## config.mk

```make
export PLATFORM = sky130hd
export DESIGN_NAME = mult_div_unit_flat
export DESIGN_NICKNAME = d
export VERILOG_FILES = /design/src/rtl/mult_div_if.sv /design/src/rtl/mult_div_unit.sv /design/src/flat_wrapper.sv
export SDC_FILE = /design/constraint.sdc
export NUM_CORES = 1
export LEC_CHECK = 0
export CAP_MARGIN = 0
export CELL_PAD_IN_SITES_DETAIL_PLACEMENT = 0
export CELL_PAD_IN_SITES_GLOBAL_PLACEMENT = 2
export CORE_ASPECT_RATIO = 2
export CORE_UTILIZATION = 33
export DETAILED_ROUTE_END_ITERATION = 8
export PLACE_DENSITY = 0.79
export SLEW_MARGIN = 20
export SYNTH_ARGS = -nofsm -noshare
export SYNTH_HDL_FRONTEND = slang
export SYNTH_SLANG_ARGS = --single-unit
```

## constraint.sdc

```tcl
create_clock -name clk -period 4.2 [get_ports clk]
set_input_delay 1.26 -clock clk [delete_from_list [all_inputs] [get_ports clk]]
set_output_delay 1.26 -clock clk [all_outputs]
set_load 0.01 [all_outputs]
```

## src/rtl/mult_div_if.sv

```systemverilog
// Execute-stage bus between the pipeline and the multiply/divide unit.
interface mult_div_if #(
  parameter int unsigned XLEN = 32
);
  logic            start;
  logic [1:0]      op;
  logic [XLEN-1:0] srca;
  logic [XLEN-1:0] srcb;
  logic            mthi;
  logic            mtlo;
  logic [XLEN-1:0] wd;
  logic            busy;
  logic            done;
  logic [XLEN-1:0] hi;
  logic [XLEN-1:0] lo;

  modport master (
    output start, op, srca, srcb, mthi, mtlo, wd,
    input  busy, done, hi, lo
  );

  modport slave (
    input  start, op, srca, srcb, mthi, mtlo, wd,
    output busy, done, hi, lo
  );
endinterface

```

## src/rtl/mult_div_unit.sv

```systemverilog
// Iterative multiply/divide unit owning the HI/LO registers.
// mult/multu: shift-add; div/divu: restoring, one bit per cycle.
// Signed ops run on magnitudes and fix signs in a final cycle.
module mult_div_unit #(
  parameter int unsigned XLEN = 32,
  parameter int unsigned CNTW = 6
) (
  input logic       clk,
  input logic       reset,
  mult_div_if.slave md
);
  localparam int unsigned PW = 2 * XLEN;
  localparam logic [CNTW-1:0] LAST_CNT = CNTW'(XLEN - 1);

  typedef enum logic [1:0] {S_IDLE, S_RUN, S_FIX} state_t;

  state_t          state_q, state_d;
  logic [CNTW-1:0] cnt_q, cnt_d;
  logic            is_div_q, is_div_d;
  logic            sign_a_q, sign_a_d;
  logic            sign_b_q, sign_b_d;
  logic            b_zero_q, b_zero_d;
  logic [XLEN-1:0] opnd_q, opnd_d;
  logic [PW-1:0]   prod_q, prod_d;
  logic            busy_q, busy_d;
  logic            done_q, done_d;
  logic [XLEN-1:0] hi_q, hi_d;
  logic [XLEN-1:0] lo_q, lo_d;

  logic            a_neg, b_neg;
  logic [XLEN-1:0] a_mag, b_mag;
  logic [XLEN:0]   mul_sum;
  logic [PW-1:0]   mul_step;
  logic [XLEN:0]   div_shift, div_diff;
  logic [PW-1:0]   div_step;
  logic            res_neg;
  logic [PW-1:0]   prod_signed;
  logic [XLEN-1:0] quo, rem;
  logic [XLEN-1:0] fix_hi, fix_lo;

  // Operand magnitudes at launch; unsigned ops pass operands through
  always_comb begin
    a_neg = ~md.op[0] & md.srca[XLEN-1];
    b_neg = ~md.op[0] & md.srcb[XLEN-1];
    a_mag = a_neg ? -md.srca : md.srca;
    b_mag = b_neg ? -md.srcb : md.srcb;
  end

  // One iteration step for each operation plus the final sign correction
  always_comb begin
    mul_sum   = {1'b0, prod_q[PW-1:XLEN]} + (prod_q[0] ? {1'b0, opnd_q} : '0);
    mul_step  = {mul_sum, prod_q[XLEN-1:1]};
    div_shift = prod_q[PW-1:XLEN-1];
    div_diff  = div_shift - {1'b0, opnd_q};
    div_step  = div_diff[XLEN] ? {div_shift[XLEN-1:0], prod_q[XLEN-2:0], 1'b0}
                               : {div_diff[XLEN-1:0], prod_q[XLEN-2:0], 1'b1};
    res_neg     = sign_a_q ^ sign_b_q;
    prod_signed = res_neg ? -prod_q : prod_q;
    quo         = prod_q[XLEN-1:0];
    rem         = prod_q[PW-1:XLEN];
    // Divide by zero leaves an all-ones quotient magnitude; force it unsigned
    fix_lo = is_div_q ? (b_zero_q ? '1 : (res_neg ? -quo : quo))
                      : prod_signed[XLEN-1:0];
    fix_hi = is_div_q ? (sign_a_q ? -rem : rem)
                      : prod_signed[PW-1:XLEN];
  end

  // Next-state and register updates
  always_comb begin
    state_d  = state_q;
    cnt_d    = cnt_q;
    is_div_d = is_div_q;
    sign_a_d = sign_a_q;
    sign_b_d = sign_b_q;
    b_zero_d = b_zero_q;
    opnd_d   = opnd_q;
    prod_d   = prod_q;
    busy_d   = busy_q;
    done_d   = 1'b0;
    hi_d     = hi_q;
    lo_d     = lo_q;
    case (state_q)
      S_IDLE: begin
        if (md.start) begin
          is_div_d = md.op[1];
          sign_a_d = a_neg;
          sign_b_d = b_neg;
          b_zero_d = (md.srcb == '0);
          opnd_d   = md.op[1] ? b_mag : a_mag;
          prod_d   = {{XLEN{1'b0}}, (md.op[1] ? a_mag : b_mag)};
          cnt_d    = '0;
          busy_d   = 1'b1;
          state_d  = S_RUN;
        end else begin
          if (md.mthi) hi_d = md.wd;
          if (md.mtlo) lo_d = md.wd;
        end
      end
      S_RUN: begin
        prod_d = is_div_q ? div_step : mul_step;
        cnt_d  = cnt_q + CNTW'(1);
        if (cnt_q == LAST_CNT) state_d = S_FIX;
      end
      S_FIX: begin
        hi_d    = fix_hi;
        lo_d    = fix_lo;
        busy_d  = 1'b0;
        done_d  = 1'b1;
        state_d = S_IDLE;
      end
      default: state_d = S_IDLE;
    endcase
  end

  // State register with synchronous active-low reset
  always_ff @(posedge clk) begin
    if (!reset) begin
      state_q  <= S_IDLE;
      cnt_q    <= '0;
      is_div_q <= 1'b0;
      sign_a_q <= 1'b0;
      sign_b_q <= 1'b0;
      b_zero_q <= 1'b0;
      opnd_q   <= '0;
      prod_q   <= '0;
      busy_q   <= 1'b0;
      done_q   <= 1'b0;
      hi_q     <= '0;
      lo_q     <= '0;
    end else begin
      state_q  <= state_d;
      cnt_q    <= cnt_d;
      is_div_q <= is_div_d;
      sign_a_q <= sign_a_d;
      sign_b_q <= sign_b_d;
      b_zero_q <= b_zero_d;
      opnd_q   <= opnd_d;
      prod_q   <= prod_d;
      busy_q   <= busy_d;
      done_q   <= done_d;
      hi_q     <= hi_d;
      lo_q     <= lo_d;
    end
  end

  assign md.busy = busy_q;
  assign md.done = done_q;
  assign md.hi   = hi_q;
  assign md.lo   = lo_q;
endmodule

```

## src/flat_wrapper.sv

```systemverilog
// flat-port wrapper written by rule: the top's interface ports become plain ports
module mult_div_unit_flat 
#(
  parameter int unsigned XLEN = 32,
  parameter int unsigned CNTW = 6
)
  (clk, reset, md_start, md_op, md_srca, md_srcb, md_mthi, md_mtlo, md_wd, md_busy, md_done, md_hi, md_lo);
  mult_div_if #(.XLEN(XLEN)) md_i ();
  input logic clk;
  input logic reset;
  input wire logic [$bits(md_i.start)-1:0] md_start;
  input wire logic [$bits(md_i.op)-1:0] md_op;
  input wire logic [$bits(md_i.srca)-1:0] md_srca;
  input wire logic [$bits(md_i.srcb)-1:0] md_srcb;
  input wire logic [$bits(md_i.mthi)-1:0] md_mthi;
  input wire logic [$bits(md_i.mtlo)-1:0] md_mtlo;
  input wire logic [$bits(md_i.wd)-1:0] md_wd;
  output wire logic [$bits(md_i.busy)-1:0] md_busy;
  output wire logic [$bits(md_i.done)-1:0] md_done;
  output wire logic [$bits(md_i.hi)-1:0] md_hi;
  output wire logic [$bits(md_i.lo)-1:0] md_lo;
  assign md_i.start = md_start;
  assign md_i.op = md_op;
  assign md_i.srca = md_srca;
  assign md_i.srcb = md_srcb;
  assign md_i.mthi = md_mthi;
  assign md_i.mtlo = md_mtlo;
  assign md_i.wd = md_wd;
  assign md_busy = md_i.busy;
  assign md_done = md_i.done;
  assign md_hi = md_i.hi;
  assign md_lo = md_i.lo;
  mult_div_unit #(.XLEN(XLEN), .CNTW(CNTW)) u_core (.clk(clk), .reset(reset), .md(md_i));
endmodule
```

[Word-level counts from Yosys, hierarchy flattened]
Index checks and enable logic that the tools add are counted.
Word-level totals
  output and inout bits: 66
  flip-flop bits (word level): 174
  bits of input ports: 103
  word-level logic and storage cells: 71
Operators by class
  equality and inequality tests: 8
  $add $sub $neg: 8
  reductions and logical operators: 10
  bitwise gates (word level): 4
  multiplexer cells: 29
Operators by type and width (number)
  2-to-1 mux 32 bit: 14
  2-to-1 mux 64 bit: 4
  negation 32 bit: 4
  case mux 32 bit (2 select lines): 2
  case mux 64 bit (2 select lines): 1
  negation 64 bit: 1
  adder 32 x 33 -> 33 bit: 1
  subtractor 33 x 32 -> 33 bit: 1
  logical NOT 32 bit: 1
  case mux 6 bit (2 select lines): 1
  inequality test 2 bit (second input constant): 4
  AND reduction 2 bit: 4
  adder 6 x 1 -> 6 bit (second input constant): 1
  equality test 6 x 5 -> 1 bit (second input constant): 1
  2-to-1 mux 6 bit: 1
  AND reduction 3 bit: 2
  2-to-1 mux 2 bit: 2
  case mux 2 bit (2 select lines): 1
  nonzero test 2 bit: 2
  AND 1 bit: 2
  equality test 2 x 1 -> 1 bit (second input constant): 1
  equality test 2 bit (second input constant): 1
  logical NOT 2 bit: 1
  2-to-1 mux 1 bit: 2
  4 further kinds: 4

[Longest topological paths before layout]
Gate-level depths: netlist of run 1.
  word-level depth: 6
  mapped depth: 15
  mapped depth without buffers: 14

[Worst setup path after synthesis of run 1]
OpenSTA, ideal clock, no wires.
  path type: input to register
  from: input md_srca[8]
  to: register u_core.prod_q[21]
  library setup time: 0.095 ns
  arrival time: 3.614 ns
  stages on the path: 9
  setup slack: 0.491 ns
  path buffers: 0
  required time: 4.105 ns
  cell sequence: or4_4 -> or3_4 -> or4_4 -> or2_4 -> o41ai_4 -> xor2_1 -> nand2_1 -> o211ai_1 -> a221oi_1
Between the ends
  word-level cells in the longest chain between the ends: 5
Ends and longest elaborated chain
  from (decl): line flat_wrapper.sv:13  | input wire logic [$bits(md_i.srca)-1:0] md_srca;
  negation 32 bit: line mult_div_unit.sv:45  | a_mag = a_neg ? -md.srca : md.srca;
  2-to-1 mux 32 bit: line mult_div_unit.sv:45
  2-to-1 mux 32 bit: line mult_div_unit.sv:90  | prod_d = {{XLEN{1'b0}}, (md.op[1] ? a_mag : b_mag)};
  2-to-1 mux 64 bit: line mult_div_unit.sv:84  | if (md.start) begin
  case mux 64 bit (2 select lines): line mult_div_unit.sv:82  | case (state_q)
  to (signal assigned): line mult_div_unit.sv:138  | prod_q <= prod_d;
  to (decl): line mult_div_unit.sv:24  | logic [PW-1:0] prod_q, prod_d;
Every way passes these cells. The select of a mux whose other input is x is not followed.
A chain may end at the register's enable or synchronous reset.

[Final worst setup path of run 1]
  from: register u_core.prod_q[31]
  to: register u_core.prod_q[61]
Between the ends
  word-level cells in the longest chain between the ends: 4
Ends and longest elaborated chain
  subtractor 33 x 32 -> 33 bit: line mult_div_unit.sv:54  | div_diff = div_shift - {1'b0, opnd_q};
  2-to-1 mux 64 bit: line mult_div_unit.sv:55  | div_step = div_diff[XLEN] ? {div_shift[XLEN-1:0], prod_q[XLEN-2:0], 1'b0}
  2-to-1 mux 64 bit: line mult_div_unit.sv:100  | prod_d = is_div_q ? div_step : mul_step;
  case mux 64 bit (2 select lines): line mult_div_unit.sv:82
Every way passes these cells.

==> impl_metrics.ini, run 1 <==
[clock_network]
cts_max_path_buffers = 2
clk_latency_ns = 0.48
ctsResizeCount = 0
postCtsHoldBufs = 0
cts_num_sinks = 174
cts_htree_levels = 4
path_clk_slew_ns = 0.08
clockRootBuffer = clkbuf_16
cts_tree = done
cts_buffers = 17
cts_setup_buffers = 0

[synth]
synth_async_sr_flop_share = 0
synthTopCellsByArea = dfxtp_1 (24%), a21oi_1 (7.2%), ha_1 (5.8%), nand2_1 (5.8%), xnor2_1 (5.7%)
yosys.area_share.simple = 0.195
synth_top_family_by_area = compound AO/OA/AOI/OAI gates
muxShareOfSynthArea = 0.0647
syn_nets = 2169
synth_cell_types = 78
synth_edf_count = 0
yosysMostFrequentCell = nand2_1
synth_xor_area_frac = 0.0996
synth_compound_area_frac = 0.290
synth_area_um2 = 14800
synthCells = 1995
ys_seq_elements = 174
postSynthAreaPerCell_um2 = 7.41
yosys.area.top_type = dfxtp_1
synthTopCellsByCount = nand2_1 (229), a21oi_1 (213), nor2_1 (179)
synth_seq_area_share = 0.236
synthFlopType = dfxtp_1
synth-adder-area-share = 0.0611
synth_warnings = 0
synth_top_cell_area_share = 0.236

[die]
initial_core_util = 0.334
ios = 169
die_width_um = 152
dieArea_um2 = 45700
coreArea_um2 = 44200
die_y_um = 301
placementRows = 109

[drt]
viasPerCell = 5.76
via_count = 15700
ant_nets = 0
drt_iter0_drc = 889
drt-pass1-iter-count = 7
finalWirelength_um = 67600
drc_errors = 0
wl_per_cell_um = 24.7

[worst_setup_path]
endpoint_kind = register
startpoint_type = register
path_max_fanout = 12
critPathRequiredTime_ns = 4.59
worstReg2RegStart = u_core.prod_q[31]
startpoint = u_core.prod_q[31]
critPathKind = reg -> reg
worstPathArrival_ns = 4.44

[hold_path]
hold_start = u_core.md.lo[11]
hold_class = reg -> reg

[power_and_ir_drop]
p_per_area_nw_per_um2 = 308
ir_drop_mv = 0.175
p_comb_frac = 0.367
p_leak_nw = 7.17
switching_share = 0.394
p_seq_frac = 0.335
intPower_mw = 3.39
power_switching_mw = 2.21
p_clk_frac = 0.298

[timing]
period_share = 0.964
slew_viol_final = 0
setup_violations = 0
max_freq_ghz = 0.247
finalCriticalPeriod_ns = 4.05
layout_setup_ws_ns = 0.152
rsz0062_at_grt = no
finalClockSkew_ns = 0.0142
tns_ns = 0
worstMarginPinSlew_ns = 1.09
finalHoldViolCount = 0
maxSlewHeadroom = 0.276

[job]
drv_cap = 0

[grt]
grt_pass1_wl_um = 97500
antenna_found_initial = 1
grtUsageTotal = 0.295
grt.overflow.total = 0
first_global_vias = 15600
grt_max_degree = 98

[placement]
post-dp-hpwl_um = 52600
place_ws_ns = -0.166
dpl_cell_area_um2 = 17600
port-buffer-count = 168
gp_congestion = 0.899
post-place-cells = 2702

[cells_and_area]
final_core_util = 0.411
fin_area_um2 = 18200
final_cells = 2734
n_antenna_cell = 0
nNetsFinal = 2340
areaGrowthSynthToFinish_pct = 23.0
drive_gt1_frac = 0.0964

[outcome]
outcome = finished clean
critical path, stage by stage (launching register included):
cell and delay (ns):
dfxtp_1 0.35, inv_1 0.08, ha_1 0.23, fa_1 0.42, and2b_1 0.27, o31a_1 0.26
o41ai_1 0.15, o311a_1 0.46, or3b_1 0.45, a211oi_4 0.29, buf_4 0.27, o311ai_1 0.14
a311o_1 0.35, nor3b_1 0.24
stage by stage:
step / hold WS (ns) / power [mW]
finish: 0.451 / 5.59
global route: 0.467 / 5.83
detailed placement: 0.444 / 3.93
global placement: 0.441 / 3.92
CTS: 0.453 / 5.60
floorplan: 0.432 / 3.07
cell type report:
cell class	instances	area [um^2]
Fill cell	4604	26000
Multi-Input combinational cell	1614	10500
Sequential cell	174	3490
Timing Repair Buffer	288	2600
Tap cell	555	694
Clock buffer	18	439
Inverter	71	267
Clock inverter	14	164
cells by family after synthesis:
kind of cell    Yosys count
flops                   174
buf+inv                 207
xor+xnor                168
compound gates          659
mux                      93
simple gates            623
fa+ha+maj                71
metal layers:
layer	vias up	share of wire	track usage	wire length, um
li1	7588	-	-	-
met1	7474	0.35	0.290	23900
met2	503	0.53	0.553	35700
met3	176	0.039	0.0357	2660
met4	2	0.079	0.216	5320
met5	-	0.00027	0	18
sequential cells by signal, indices dropped and copies added, names as in the netlist:
name / flops
u_core.md.done: 1
u_core.md.busy: 1
u_core.md.hi: 32
u_core.sign_a_q: 1
u_core.cnt_q: 6
u_core.sign_b_q: 1
u_core.is_div_q: 1
u_core.md.lo: 32
u_core.b_zero_q: 1
u_core.prod_q: 64
u_core.opnd_q: 32
u_core.state_q: 2
power by group through the flow:
stage | clock [mW] | combinational, mW | sequential, mW
floorplan | 0 | 1.20 | 1.87
global placement | 0 | 2.01 | 1.91
detailed placement | 0 | 2.02 | 1.91
CTS | 1.70 | 2.03 | 1.87
global route | 1.75 | 2.20 | 1.88
finish | 1.67 | 2.05 | 1.87
final timing paths:
kind / end / slack (ns) / depth (start not counted)
worst min-delay path: u_core.md.lo[11] / 0.45 / 2
worst min register to register: u_core.md.lo[11] / 0.45 / 2
worst max register to register: u_core.prod_q[61] / 0.15 / 13
worst max-delay path: u_core.prod_q[61] / 0.15 / 13
layout by cell type (no fill, tap or decap), types with 6 or more instances in the layout:
master           instances
a211oi_1                52
a21boi_0                12
a21o_1                  26
a21oi_1                213
a221oi_1                 6
a22oi_1                  7
a311oi_1                 7
a31oi_1                 23
and2_1                  10
and3_1                   7
buf_4                  118
clkbuf_16               17
clkdlybuf4s50_1        166
dfxtp_1                172
ha_1                    69
inv_1                   70
mux2_2                  20
mux2i_1                 73
nand2_1                228
nand2b_1                28
nand3_1                 30
nand4_1                 12
nor2_1                 178
nor2b_1                 14
nor3_1                  36
nor4_1                  16
o211ai_1                33
o21a_1                  12
o21ai_0                122
o21bai_1                11
o221ai_1                45
o31a_1                   6
o31ai_1                 19
o41ai_1                  8
or2_2                    8
or3_1                   15
or4_1                    8
xnor2_1                 96
xor2_1                  72
No activity file was read; power rests on OpenSTA's default activity.
==> run 2: changes to the inputs <==
==> constraint.sdc (replaced) <==
create_clock -name clk -period 4.2 [get_ports clk]
set_input_delay 0.84 -clock clk [delete_from_list [all_inputs] [get_ports clk]]
set_output_delay 0.84 -clock clk [all_outputs]
set_load 0.01 [all_outputs]
==> impl_metrics.ini, run 2 (synthesized netlist as in run 1, its figures left out) <==
[worst_setup_path]
r2r_cells = 15
critPathKind = reg -> reg
critPathRequiredTime_ns = 4.61
r2r-end = u_core.prod_q[63]
worstReg2RegStart = u_core.prod_q[0]
critPathTopFamily = compound AO/OA/AOI/OAI gates
startpoint_type = register
cp.depth = 15
crit_top_cell = o21ai_0
startpoint = u_core.prod_q[0]
endpoint_kind = register
slowest_delay_ns = 0.53
endpoint = u_core.prod_q[63]
rrSetupSlack_ns = 0.38
crit_slowest_cell = dfxtp_1
critPathBufInv = 2
crit_chain = and2_1 > ha_1 > inv_1 > fa_1 > nor2b_1 > o31a_1 > o21ai_0 > a31o_2 > a21oi_1 > o2111ai_1 > o21ai_0 > buf_4 > nand3_1 > a311o_1 > a31oi_1
worstPathArrival_ns = 4.22
path_max_fanout = 7

[placement]
gp_congestion = 0.925
place_ws_ns = 0.203
port-buffer-count = 168
post-dp-hpwl_um = 52100

[timing]
finalCriticalPeriod_ns = 3.82
rsz0062_at_grt = no
setup_violations = 0
layout_setup_ws_ns = 0.384
worstMarginPinSlew_ns = 1.04
fin_hold_ws_ns = 0.453
slew_viol_final = 0
maxSlewHeadroom = 0.304
finalClockSkew_ns = 0.0139
finalHoldViolCount = 0
period_share = 0.909
tns_ns = 0
max_freq_ghz = 0.262

[outcome]
outcome = finished clean

[grt]
antenna_found_initial = 1
grt_pass1_wl_um = 95400
grt_max_degree = 98
grtUsageTotal = 0.289
first_global_vias = 15200
grt.overflow.total = 0

[die]
initial_core_util = 0.334
die_width_um = 152
dieArea_um2 = 45700
ios = 169
die_y_um = 301
coreArea_um2 = 44200
placementRows = 109

[cells_and_area]
nNetsFinal = 2313
top_register = u_core.prod_q
largest_reg_flops = 64
final_cell_mix = nand2_1 (228), a21oi_1 (213), nor2_1 (178), dfxtp_1 (173), clkdlybuf4s50_1 (166)
drive_gt1_frac = 0.0846
final_core_util = 0.407
final_common_cell = nand2_1
n_antenna_cell = 0
areaGrowthSynthToFinish_pct = 21.8

[drt]
finalWirelength_um = 65900
wl_per_cell_um = 24.4
drt-pass1-iter-count = 5
viasPerCell = 5.80
dr_wl_met2_um = 34300
met3WireLength_um = 2300
wl_met1_um = 22600
ant_nets = 0
via_count = 15700
drt_iter0_drc = 851
drc_errors = 0
highest_layer = met4

[power_and_ir_drop]
ir_drop_mv = 0.214
p_per_area_nw_per_um2 = 311
p_leak_nw = 7.04

[clock_network]
path_clk_slew_ns = 0.09
cts_buffers = 17
clk_latency_ns = 0.47
cts_htree_levels = 4
cts_max_path_buffers = 2
cts_tree = done
cts_num_sinks = 174
clockRootBuffer = clkbuf_16

[job]
drv_cap = 0

[hold_path]
whs_path_depth = 2
hold_class = reg -> reg
==> run 2: cell types whose count changed in the layout (fill, tap and decap cells not counted), sizes merged <==
cell and change:
clkinvlp -1, inv +2, buf -27, clkbuf -1
==> run 2: worst min-delay path by stage <==
stage                                 start           endpoint
after global routing       u_core.md.lo[10]   u_core.md.lo[10]
after floorplan           u_core.opnd_q[10]  u_core.opnd_q[10]
after CTS                  u_core.md.lo[20]   u_core.md.lo[20]
after detailed placement  u_core.opnd_q[17]  u_core.opnd_q[17]
final                       u_core.md.lo[5]    u_core.md.lo[5]
after global placement      u_core.md.lo[4]    u_core.md.lo[4]
==> run 2: cell type report <==
class / count / area, um^2
fill: 4646 / 26200
multi-input combinational: 1614 / 10500
sequential: 174 / 3480
timing repair buffer: 261 / 2410
tap: 555 / 694
clock buffer: 17 / 425
inverter: 71 / 267
clock inverter: 15 / 184
==> run 2: where the power goes <==
group / switching (mW) / total (mW) / leakage, nW / internal (mW)
clock network: 0.888 / 1.70 / 0.296 / 0.813
registers: 0.123 / 1.87 / 1.42 / 1.75
logic: 1.21 / 2.02 / 5.33 / 0.808
==> run 2: repair_timing <==
item | in CTS | in global routing
setup endpoints to repair | 0 | 1
gates resized for setup | 0 | 1
buffers inserted | 0 | 0
hold buffers | 0 | 0
==> run 2: per-stage QoR <==
stage | power (mW) | instances | cell area, um^2
global route | 5.85 | 2707 | 18000
detailed placement | 3.91 | 2675 | 17400
finish | 5.59 | 2707 | 18000
global placement | 3.91 | 2675 | 17400
CTS | 5.61 | 2707 | 18000
floorplan | 3.07 | 1995 | 14800
==> run 2: routing by layer <==
layer | vias to the layer above | global-route usage
li1 | 7538 | -
met2 | 499 | 0.527
met1 | 7491 | 0.276
met5 | - | 0
met4 | 0 | 0.265
met3 | 178 | 0.0333
==> run 2: worst reg2reg max path, cell delays in order, from the launching register on <==
cell	delay, ns
dfxtp_1	0.53
and2_1	0.19
ha_1	0.22
inv_1	0.07
fa_1	0.41
nor2b_1	0.27
o31a_1	0.20
o21ai_0	0.16
a31o_2	0.29
a21oi_1	0.23
o2111ai_1	0.25
o21ai_0	0.24
buf_4	0.16
nand3_1	0.09
a311o_1	0.32
a31oi_1	0.13
==> run 3: changes to the inputs <==
CORE_UTILIZATION = 38   (was 33)
DONT_BUFFER_PORTS = 1   (was default)
MAX_ROUTING_LAYER = met4   (was default)
PLACE_DENSITY = 0.8   (was 0.79)
==> impl_metrics.ini, run 3 (synthesized netlist as in run 1, its figures left out) <==
[outcome]
outcome = finished clean

[grt]
first_global_vias = 14600
grt_max_degree = 99
grtUsageTotal = 0.320
antenna_found_initial = 7
grt.overflow.total = 0
grt_pass1_wl_um = 90600

[clock_network]
ctsResizeCount = 0
cts_htree_levels = 4
clockRootBuffer = clkbuf_16
cts_tree = done
clk_latency_ns = 0.47
cts_setup_buffers = 0
path_clk_slew_ns = 0.08
cts_max_path_buffers = 2
cts_num_sinks = 174
cts_buffers = 17
postCtsHoldBufs = 0

[die]
die_y_um = 281
die_width_um = 141
coreArea_um2 = 38200
dieArea_um2 = 39700
initial_core_util = 0.387
ios = 169
placementRows = 101

[drt]
drc_errors = 0
ant_nets = 0
finalWirelength_um = 61800
viasPerCell = 5.99
drt_iter0_drc = 776
via_count = 14800
drt-pass1-iter-count = 5
wl_per_cell_um = 25.0

[cells_and_area]
drive_gt1_frac = 0.0705
nNetsFinal = 2103
areaGrowthSynthToFinish_pct = 8.16
final_cell_mix = nand2_1 (228), a21oi_1 (213), nor2_1 (178), dfxtp_1 (173), o21ai_0 (122)
fillers = 4112
final_common_cell = nand2_1
final_core_util = 0.419
largest_reg_flops = 64
final_cells = 2471
top_register = u_core.prod_q

[placement]
port-buffer-count = 0
post-dp-hpwl_um = 48500
post-place-cells = 2425
gp_congestion = 0.987
place_ws_ns = 0.400

[timing]
finalHoldViolCount = 0
period_share = 0.931
layout_setup_ws_ns = 0.290
worstMarginPinSlew_ns = 1.09
finalClockSkew_ns = 0.0137
maxSlewHeadroom = 0.274
slew_viol_final = 0
finalCriticalPeriod_ns = 3.91
setup_violations = 0
max_freq_ghz = 0.256
rsz0062_at_grt = no
tns_ns = 0

[worst_setup_path]
critPathKind = reg -> reg
endpoint_kind = register
critPathRequiredTime_ns = 4.58
path_max_fanout = 20
worstPathArrival_ns = 4.29
startpoint_type = register

[power_and_ir_drop]
ir_drop_mv = 0.264
p_leak_nw = 6.20
p_per_area_nw_per_um2 = 332

[hold_path]
hold_class = reg -> reg

[job]
drv_cap = 0
==> run 3: cell types whose count changed in the layout (fill, tap and decap cells not counted), moves of 2 or more <==
cell             change
clkdlybuf4s50_1    -166
buf_2                -2
inv_6                -2
diode_2             +14
buf_4               -41
clkinv_8             -3
inv_8                +3
==> run 3: through the flow <==
stage / power [mW] / hold WS (ns) / cell area [um^2]
floorplan: 3.07 / 0.432 / 14800
global placement: 3.57 / 0.442 / 15300
detailed placement: 3.58 / 0.446 / 15300
CTS: 5.32 / 0.456 / 15900
global route: 5.54 / 0.474 / 16000
finish: 5.30 / 0.457 / 16000
==> run 3: where the power goes <==
group	total, mW	internal, mW	switching [mW]
combinational	1.66	0.630	1.03
clock	1.74	0.882	0.862
sequential	1.89	1.75	0.145
==> run 3: cell type report <==
class	count	area (um^2)	share of cell area
clock inverter	14	181	0.0114
sequential	174	3480	0.218
antenna	14	35.0	0.00219
clock buffer	18	439	0.0275
multi-input combinational	1614	10500	0.658
inverter	71	267	0.0167
tap	515	644	0.0403
timing repair buffer	51	408	0.0255
==> run 3: worst paths after layout <==
check / start / to / slack (ns) / cells past startpoint
worst max-delay path: u_core.prod_q[33] / u_core.prod_q[61] / 0.29 / 11
worst min-delay path: u_core.opnd_q[4] / u_core.opnd_q[4] / 0.46 / 2
worst max register to register: u_core.prod_q[33] / u_core.prod_q[61] / 0.29 / 11
worst min register to register: u_core.opnd_q[4] / u_core.opnd_q[4] / 0.46 / 2
==> run 3: critical path, stage by stage (launching register included) <==
cell and delay, ns:
dfxtp_1 0.55, ha_1 0.34, and2b_1 0.20, o31a_1 0.26, o41ai_1 0.75, o311a_1 0.32
nor3_1 0.10, a211oi_4 0.23, buf_4 0.32, o311ai_1 0.14, a311o_1 0.39, nor3b_1 0.20
==> run 3: metal layers <==
metal,track usage,up-vias,wire length [um]
li1,-,7128,-
met4,0.266,0,5100
met2,0.571,463,32600
met1,0.303,7059,21600
met5,-,-,0
met3,0.0441,146,2420
